## config.mk

```make
export PLATFORM = sky130hd
export DESIGN_NAME = score_bcd_flat
export DESIGN_NICKNAME = d
export VERILOG_FILES = /design/src/rtl/score_bcd_if.sv /design/src/rtl/score_bcd.sv /design/src/flat_wrapper.sv
export SDC_FILE = /design/constraint.sdc
export NUM_CORES = 1
export LEC_CHECK = 0
export BUFFER_PORTS_ARGS = -buffer_cell sky130_fd_sc_hd__buf_4
export CAP_MARGIN = 5
export CORE_MARGIN = 10
export CORE_UTILIZATION = 56
export DETAILED_ROUTE_END_ITERATION = 12
export GPL_ROUTABILITY_DRIVEN = 0
export PLACE_DENSITY = 0.88
export SYNTH_ARGS = -nofsm -noshare
export SYNTH_HDL_FRONTEND = slang
export SYNTH_SLANG_ARGS = --single-unit
```

## constraint.sdc

```tcl
create_clock -name clk -period 2.2 [get_ports clk]
set_input_delay 0.22 -clock clk [delete_from_list [all_inputs] [get_ports clk]]
set_output_delay 0.22 -clock clk [all_outputs]
set_load 0.02 [all_outputs]
```

## src/rtl/score_bcd_if.sv

```systemverilog
// Custom-instruction handshake between the Nios II core and the score_bcd converter.
// The master drives the operands and strobes; the slave returns result and done.
interface score_bcd_if;
    logic        clk_en;
    logic        start;
    logic [31:0] dataa;
    logic [31:0] datab;
    logic [31:0] result;
    logic        done;

    modport master (output clk_en, start, dataa, datab, input result, done);
    modport slave  (input clk_en, start, dataa, datab, output result, done);
endinterface

```

## src/rtl/score_bcd.sv

```systemverilog
// Sequential double-dabble binary-to-BCD converter, one input bit per enabled clock.
// The result word carries either the low eight digits or the top digits plus a significant-digit count.
module score_bcd #(
    parameter int WIDTH  = 32,
    parameter int DIGITS = 10
) (
    input logic        clk,
    input logic        reset_n,
    score_bcd_if.slave bus
);

    localparam int CNT_W = (WIDTH > 1) ? $clog2(WIDTH) : 1;
    localparam int BCD_W = 4 * DIGITS;
    localparam int PAD_W = (DIGITS > 10) ? BCD_W : 40;

    typedef enum logic [1:0] {IDLE, SHIFT, PRONTO} state_t;

    state_t             state;
    logic [WIDTH-1:0]   shreg;
    logic [BCD_W-1:0]   bcd;
    logic [BCD_W-1:0]   bcd_adj;
    logic [CNT_W-1:0]   cnt;
    logic               sel;
    logic [31:0]        result_q;
    logic               done_q;
    logic [3:0]         sig_digits;
    logic [PAD_W-1:0]   bcd_pad;
    logic [31:0]        word_lo;
    logic [31:0]        word_hi;
    logic               unused_bits;

    assign unused_bits = ^{bus.datab[31:1], bus.dataa};

    // Add-3 correction on every nibble that would overflow past 9 after the shift.
    always_comb begin
        bcd_adj = bcd;
        for (int unsigned i = 0; i < DIGITS; i++) begin
            if (bcd[4*i +: 4] >= 4'd5)
                bcd_adj[4*i +: 4] = bcd[4*i +: 4] + 4'd3;
        end
    end

    // Highest non-zero digit index plus one; an all-zero value still shows one digit.
    always_comb begin
        sig_digits = 4'd1;
        for (int unsigned i = 0; i < DIGITS; i++) begin
            if (bcd[4*i +: 4] != 4'd0)
                sig_digits = 4'(i + 1);
        end
    end

    assign bcd_pad = PAD_W'(bcd);
    assign word_lo = bcd_pad[31:0];
    assign word_hi = {12'd0, sig_digits, 8'd0, bcd_pad[39:32]};

    always_ff @(posedge clk or negedge reset_n) begin
        if (!reset_n) begin
            state    <= IDLE;
            shreg    <= '0;
            bcd      <= '0;
            cnt      <= '0;
            sel      <= 1'b0;
            result_q <= '0;
            done_q   <= 1'b0;
        end else if (bus.clk_en) begin
            case (state)
                IDLE: begin
                    done_q <= 1'b0;
                    if (bus.start) begin
                        shreg <= bus.dataa[WIDTH-1:0];
                        bcd   <= '0;
                        cnt   <= '0;
                        sel   <= bus.datab[0];
                        state <= SHIFT;
                    end
                end
                SHIFT: begin
                    {bcd, shreg} <= {bcd_adj[BCD_W-2:0], shreg, 1'b0};
                    cnt          <= cnt + 1'b1;
                    if (cnt == CNT_W'(WIDTH - 1))
                        state <= PRONTO;
                end
                PRONTO: begin
                    result_q <= sel ? word_hi : word_lo;
                    done_q   <= 1'b1;
                    state    <= IDLE;
                end
                default: state <= IDLE;
            endcase
        end
    end

    assign bus.result = result_q;
    assign bus.done   = done_q;

endmodule

```

## src/flat_wrapper.sv

```systemverilog
// flat-port wrapper written by rule: the top's interface ports become plain ports
module score_bcd_flat 
#(
    parameter int WIDTH  = 32,
    parameter int DIGITS = 10
)
  (clk, reset_n, bus_clk_en, bus_start, bus_dataa, bus_datab, bus_result, bus_done);
  score_bcd_if bus_i ();
  input logic clk;
  input logic reset_n;
  input wire logic [$bits(bus_i.clk_en)-1:0] bus_clk_en;
  input wire logic [$bits(bus_i.start)-1:0] bus_start;
  input wire logic [$bits(bus_i.dataa)-1:0] bus_dataa;
  input wire logic [$bits(bus_i.datab)-1:0] bus_datab;
  output wire logic [$bits(bus_i.result)-1:0] bus_result;
  output wire logic [$bits(bus_i.done)-1:0] bus_done;
  assign bus_i.clk_en = bus_clk_en;
  assign bus_i.start = bus_start;
  assign bus_i.dataa = bus_dataa;
  assign bus_i.datab = bus_datab;
  assign bus_result = bus_i.result;
  assign bus_done = bus_i.done;
  score_bcd #(.WIDTH(WIDTH), .DIGITS(DIGITS)) u_core (.clk(clk), .reset_n(reset_n), .bus(bus_i));
endmodule
```

==> impl_metrics.sql, run 1 <==
INSERT INTO impl_metrics (metric_group, metric, value, unit) VALUES
('timing', 'tightest_slew', '0.762', 'ns'),
('global_routing', 'globalRouteMet2Util', '0.356', ''),
('placed_design', 'postPlaceCellArea', '0.00618', 'mm2'),
('yosys', 'async_flop_share', '1.00', ''),
('yosys', 'synth_edf_count', '0', ''),
('detailed_routing', 'wl_cell', '18.4', 'um'),
('global_routing', 'grt_start_max_net_pins', '66', ''),
('timing', 'layout_setup_ws', '0.252', 'ns'),
('critical_path', 'timing.critical_path.fanout_max', '4', ''),
('critical_path', 'cp_launch_type', 'flip-flop', ''),
('clock_tree', 'htree_levels', '4', ''),
('clock_tree', 'clk_pin_slew', '0.06', 'ns'),
('finish', 'final.fill_count', '645', ''),
('clock_tree', 'tritoncts.num_buffers', '17', ''),
('yosys', 'synthFlopType', 'dfrtp_1', ''),
('clock_tree', 'cts.path.max_buffers', '2', ''),
('run_status', 'status', 'finished clean', ''),
('floorplanning', 'initial_utilization', '0.568', ''),
('pwr', 'ir_worst_vdd', '625', 'uV'),
('placed_design', 'placement.io_buffers', '69', ''),
('finish', 'design_area', '0.00714', 'mm2'),
('yosys', 'area_leader_netlist', 'dfrtp_1', ''),
('timing', 'rsz0062_at_grt', 'false', ''),
('global_routing', 'first_global_vias', '4820', ''),
('floorplanning', 'fp.dieH', '119', 'um'),
('timing', 'relSlewSlack', '0.492', ''),
('critical_path', 'timing.reg2reg.worst_path_depth', '6', ''),
('critical_path', 'worst-r2r-setup-slack', '0.25', 'ns'),
('global_routing', 'grt_antenna_before_repair', '0', ''),
('finish', 'flow.area_growth_from_synthesis', '29.8', '%'),
('detailed_routing', 'route.detailed.vias_per_inst', '5.94', ''),
('yosys', 'synth_top_area_frac', '0.514', ''),
('timing', 'fin_crit', '1.95', 'ns'),
('pwr', 'power_density', '1370', 'mW/mm2'),
('floorplanning', 'ioPinCount', '101', ''),
('clock_tree', 'post_cts_buffers', '0', ''),
('floorplanning', 'core_region_area', '0.00968', 'mm2'),
('pwr', 'leakage', '3.20', 'nW'),
('yosys', 'synth.avg_cell_area', '10.2', 'um2'),
('detailed_routing', 'postRouteAntennaNets', '0', ''),
('global_routing', 'grtUsageTotal', '0.203', ''),
('yosys', 'netlist_instances', '539', ''),
('clock_tree', 'post_cts_hold_buffer_count', '28', ''),
('yosys', 'distinct_cell_type_count_after_synthesis', '41', ''),
('clock_tree', 'cts_sinks', '113', ''),
('placed_design', 'dp_worst_setup_slack', '0.112', 'ns'),
('critical_path', 'critical_path_type', 'flip-flop to flip-flop', ''),
('timing', 'tns', '0', 'ns'),
('placed_design', 'dp_hpwl', '8.55', 'mm'),
('clock_tree', 'post_cts_resized', '0', ''),
('detailed_routing', 'routed_wl', '14.4', 'mm'),
('yosys', 'synth_warnings', '0', ''),
('min_path', 'hold_path_stages', '3', ''),
('yosys', 'synth.ff_latch_count', '113', ''),
('yosys', 'synthesis.area', '0.00550', 'mm2'),
('yosys', 'leading_cell_types_by_total_area_after_synthesis', 'dfrtp_1, ha_1, a221oi_1, nor2_1, o21ai_0', ''),
('yosys', 'syn-num-nets', '629', ''),
('finish', 'final_layout_size_suffix_gt1_frac', '0.191', ''),
('global_routing', 'top_usage_layer', 'met2', ''),
('critical_path', 'crit_arrival', '2.33', 'ns'),
('finish', 'antenna_cells', '0', ''),
('detailed_routing', 'drc_errors', '0', ''),
('clock_tree', 'cts_tree', 'done', ''),
('clock_tree', 'cts.root.buffer_cell', 'clkbuf_8', ''),
('job', 'max_cap_viol_count', '0', ''),
('floorplanning', 'full_die_area', '0.0142', 'mm2'),
('timing', 'setup-violations-final', '0', ''),
('timing', 'timing.final.crit_share', '0.886', ''),
('timing', 'timing.final.max_slew_violations', '0', ''),
('finish', 'final_net_count', '725', ''),
('min_path', 'hold_class', 'primary input to flip-flop', '');
-- cells by family after synthesis --
logic type,after synthesis,synth area share
mux,19,0.0359
fa+ha+maj,22,0.0500
flops,113,0.514
xor+xnor,17,0.0271
buf+inv,57,0.0439
compound gates,150,0.195
simple gates,161,0.134
-- report_power, final --
part / internal, mW / total [mW] / leakage, nW / switching, mW
registers: 2.71 / 3.32 / 1.42 / 0.612
logic: 1.47 / 3.34 / 1.45 / 1.87
clock network: 2.21 / 3.15 / 0.326 / 0.941
-- worst max-delay path: stages, from the launching register on --
cell	delay [ns]
dfrtp_1	0.40
inv_1	0.15
ha_1	0.24
nor3b_1	0.50
nand2_1	0.10
a311oi_1	0.30
o31ai_1	0.12
-- per-layer routing --
layer  up-vias  routed length [um]
li1       2142                   -
met2       195                7480
met3        17                1090
met1      2286                5630
met4         0                 150
met5         -                   0
-- Yosys cell counts (2+ instances only) --
cell / instances
a21oi_1: 14
a221oi_1: 31
a22o_1: 9
a32o_1: 10
and3_1: 2
buf_2: 19
clkbuf_1: 14
dfrtp_1: 113
ha_1: 22
inv_1: 22
mux2_2: 6
mux2i_1: 13
nand2_1: 42
nand2b_1: 21
nand3_1: 3
nor2_1: 72
nor2b_1: 3
nor3_1: 3
nor3b_1: 8
o211ai_1: 2
o21ai_0: 34
o22ai_1: 15
o311ai_0: 2
o31ai_1: 22
o32ai_1: 5
or3b_1: 2
xnor2_1: 12
xor2_1: 5
-- placed cells by master, fill, tap and decap left out, types with 13 or more instances in the layout --
cell and n:
nand2b_1 21, o21ai_0 34, a221oi_1 31, ha_1 22, dfrtp_1 113, dlygate4sd3_1 28
nand2_1 42, mux2i_1 13, clkbuf_16 16, inv_1 22, buf_4 79, o22ai_1 15
a21oi_1 14, o31ai_1 22, nor2_1 72
-- stage by stage --
step / total power, mW / utilization / instances / hold slack, ns
final: 9.81 / 0.737 / 781 / 0.00772
after global routing: 10.4 / 0.737 / 781 / 0.00471
after CTS: 9.80 / 0.736 / 780 / 0.000845
after detailed placement: 6.48 / 0.638 / 720 / 0.219
after global placement: 6.22 / 0.638 / 720 / 0.206
after floorplan: 5.64 / - / 539 / -0.0756
-- state kept, by name (all words and copies together) (netlist names) --
register / flops
u_core.bcd: 40
u_core.bus.result: 32
u_core.shreg: 32
u_core.cnt: 5
u_core.state: 2
u_core.bus.done: 1
u_core.sel: 1
-- final timing paths --
check,start,end
worst min register to register,u_core.bus.result[12],u_core.bus.result[12]
max in group asynchronous,reset_n,u_core.shreg[6]
worst max-delay path,u_core.bcd[24],u_core.bus.result[17]
worst min-delay path,bus_dataa[3],u_core.shreg[3]
worst max register to register,u_core.bcd[24],u_core.bus.result[17]
min in group asynchronous,reset_n,u_core.bus.result[14]
-- cell type report --
cell class | instances | area, um2 | area share
timing repair buffer | 111 | 945 | 0.132
sequential | 113 | 2830 | 0.396
inverter | 23 | 86.3 | 0.0121
multi-input combinational | 369 | 2440 | 0.342
tap | 133 | 166 | 0.0233
clock inverter | 11 | 233 | 0.0326
clock buffer | 21 | 439 | 0.0615
Note: power is estimated with default switching activity, not from simulation.
==> inputs of run 2 (changes only) <==
--- a/config.mk
+++ b/config.mk
@@ -8,10 +8,10 @@
 export BUFFER_PORTS_ARGS = -buffer_cell sky130_fd_sc_hd__buf_4
 export CAP_MARGIN = 5
 export CORE_MARGIN = 10
-export CORE_UTILIZATION = 56
+export CORE_UTILIZATION = 35
 export DETAILED_ROUTE_END_ITERATION = 12
 export GPL_ROUTABILITY_DRIVEN = 0
-export PLACE_DENSITY = 0.88
+export PLACE_DENSITY = 0.62
 export SYNTH_ARGS = -nofsm -noshare
 export SYNTH_HDL_FRONTEND = slang
 export SYNTH_SLANG_ARGS = --single-unit
==> impl_metrics.sql, run 2 (synthesis results as in run 1) <==
INSERT INTO impl_metrics (metric_group, metric, value, unit) VALUES
('timing', 'tightest_slew', '1.25', 'ns'),
('critical_path', 'worst_path_largest_cell_delay', '0.97', 'ns'),
('finish', 'flow.area_growth_from_synthesis', '25.4', '%'),
('finish', 'antenna_cells', '0', ''),
('run_status', 'status', 'finished clean', ''),
('pwr', 'design_power_total', '9.22', 'mW'),
('global_routing', 'globalRouteOverflowTotal', '0', ''),
('critical_path', 'timing.critical_path.max_delay_family', 'simple AND/OR/NAND/NOR gates', ''),
('clock_tree', 'post_cts_resized', '0', ''),
('timing', 'hold-worst-slack', '0.0377', 'ns'),
('clock_tree', 'cts.root.buffer_cell', 'clkbuf_16', ''),
('clock_tree', 'htree_levels', '4', ''),
('floorplanning', 'ioPinCount', '101', ''),
('pwr', 'switching_share_of_total_power', '0.354', ''),
('clock_tree', 'worstSkewPairLatency', '0.42', 'ns'),
('critical_path', 'crit_arrival', '2.31', 'ns'),
('pwr', 'net-switching-power', '3.26', 'mW'),
('global_routing', 'grt_antenna_before_repair', '0', ''),
('critical_path', 'critical_path.n_buffers_inverters', '1', ''),
('timing', 'max_freq', '506', 'MHz'),
('critical_path', 'timing.critical_path.fanout_max', '31', ''),
('critical_path', 'timing.critical_path.required', '2.53', 'ns'),
('critical_path', 'path_cells', 'inv_2, nor2_2, a221oi_1, nor2_1', ''),
('clock_tree', 'cts_sinks', '113', ''),
('finish', 'final_net_count', '699', ''),
('pwr', 'share_clk_of_total_power', '0.295', ''),
('pwr', 'share_seq_of_total_power', '0.357', ''),
('pwr', 'power_density', '1340', 'mW/mm2'),
('timing', 'timing.clock.skew', '0.00777', 'ns'),
('floorplanning', 'die_width', '145', 'um'),
('clock_tree', 'cts.path.max_buffers', '2', ''),
('critical_path', 'critical_path_type', 'flip-flop to flip-flop', ''),
('finish', 'final_layout_size_suffix_gt1_frac', '0.200', ''),
('floorplanning', 'std_cell_rows', '45', ''),
('min_path', 'hold_class', 'primary input to flip-flop', ''),
('timing', 'timing.final.crit_share', '0.899', ''),
('floorplanning', 'initial_utilization', '0.359', ''),
('timing', 'timing_hold_violations_final', '0', ''),
('timing', 'fin_crit', '1.98', 'ns'),
('global_routing', 'grt_start_max_net_pins', '47', ''),
('floorplanning', 'fp.dieH', '145', 'um'),
('pwr', 'leakage', '3.06', 'nW'),
('placed_design', 'dp_worst_setup_slack', '0.223', 'ns'),
('detailed_routing', 'wl_cell', '16.2', 'um'),
('floorplanning', 'core_region_area', '0.0153', 'mm2'),
('clock_tree', 'tritoncts.num_buffers', '17', ''),
('pwr', 'internal_power', '5.96', 'mW'),
('detailed_routing', 'routed_wl', '13.5', 'mm'),
('timing', 'relSlewSlack', '0.164', ''),
('clock_tree', 'cts_tree', 'done', ''),
('global_routing', 'first_global_vias', '4535', ''),
('pwr', 'comb_power_share', '0.348', ''),
('timing', 'rsz0062_at_grt', 'false', ''),
('finish', 'final_common_cell', 'dfrtp_1', ''),
('critical_path', 'worst_path_max_delay_cell', 'nor2_2', ''),
('critical_path', 'cp_launch_type', 'flip-flop', ''),
('clock_tree', 'clk_pin_slew', '0.05', 'ns'),
('placed_design', 'dp_hpwl', '9.14', 'mm'),
('finish', 'largest_reg_flops', '40', ''),
('floorplanning', 'full_die_area', '0.0211', 'mm2'),
('detailed_routing', 'drt_first_iter_violations', '248', ''),
('global_routing', 'grtUsageTotal', '0.131', ''),
('job', 'max_cap_viol_count', '0', ''),
('timing', 'tns', '0', 'ns'),
('detailed_routing', 'route.detailed.vias_per_inst', '5.22', ''),
('clock_tree', 'post_cts_buffers', '0', ''),
('detailed_routing', 'detailedRoute.firstPassIterationCount', '6', ''),
('global_routing', 'grt_pass1_wl', '22.7', 'mm'),
('finish', 'largest_register', 'u_core.bcd', ''),
('placed_design', 'placement.io_buffers', '69', ''),
('detailed_routing', 'drc_errors', '0', ''),
('clock_tree', 'post_cts_hold_buffer_count', '1', ''),
('pwr', 'ir_worst_vdd', '660', 'uV'),
('timing', 'timing.final.max_slew_violations', '0', ''),
('critical_path', 'critPathCaptureType', 'flip-flop', ''),
('timing', 'setup-violations-final', '0', ''),
('detailed_routing', 'postRouteAntennaNets', '0', ''),
('detailed_routing', 'dr_total_vias', '4343', ''),
('critical_path', 'worst-r2r-setup-slack', '0.22', 'ns'),
('timing', 'layout_setup_ws', '0.223', 'ns'),
('finish', 'layout_common_cells', 'dfrtp_1, buf_4, nor2_1', '');
## run 2: cell types whose count changed in the layout (fill, tap and decap cells not counted)
cell / previous run / this run
clkbuf_1: 3 / 4
clkbuf_16: 16 / 17
buf_4: 79 / 80
nor2_1: 72 / 71
dlygate4sd3_1: 28 / 1
bufinv_16: 7 / 2
buf_12: 3 / 4
clkbuf_8: 2 / 5
buf_6: 1 / 0
nor2_2: 0 / 1
clkinvlp_4: 1 / 0
## run 2: path summary, 6_finish.rpt
path / endpoint / from / cells after the start
worst min register to register: u_core.bus.result[13] / u_core.bus.result[13] / 2
min in group asynchronous: u_core.bus.result[15] / reset_n / 2
worst max-delay path: u_core.shreg[23] / u_core.state[0] / 4
worst max register to register: u_core.shreg[23] / u_core.state[0] / 4
worst min-delay path: u_core.shreg[0] / bus_dataa[0] / 2
max in group asynchronous: u_core.shreg[5] / reset_n / 3
## run 2: power by group through the flow
| stage | combinational, mW | sequential (mW) | clock (mW) |
|---|---|---|---|
| final | 3.21 | 3.29 | 2.72 |
| after global placement | 3.04 | 3.26 | 0 |
| after floorplan | 2.50 | 3.13 | 0 |
| after detailed placement | 3.20 | 3.31 | 0 |
| after CTS | 3.23 | 3.28 | 2.78 |
| after global routing | 3.61 | 3.39 | 2.88 |
## run 2: final cells by class
| class | instances | area [um2] |
|---|---|---|
| clock buffers | 26 | 509 |
| clock inverters | 5 | 75.1 |
| fillers | 1491 | 8420 |
| inverters | 23 | 86.3 |
| multi-input cells | 369 | 2450 |
| flip-flops and latches | 113 | 2830 |
| well taps | 211 | 264 |
| repair buffers | 85 | 691 |
## run 2: layer usage
metal	global-route usage	vias up	wire length [um]
met1	0.156	2113	5940
met2	0.208	121	6470
met3	0.0515	17	866
met5	0	-	0
li1	-	2092	-
met4	0.0490	0	177
## run 2: worst reg2reg max path: stages, from the launching register on
cell	delay, ns
dfrtp_1	0.46
inv_2	0.11
nor2_2	0.97
a221oi_1	0.19
nor2_1	0.17
## run 2: metrics by stage
step                cells  area [um2]   util
floorplan             539        5500      -
global placement      800        6300  0.412
detailed placement    800        6300  0.412
CTS                   832        6900  0.450
global route          832        6900  0.450
finish                832        6900  0.450
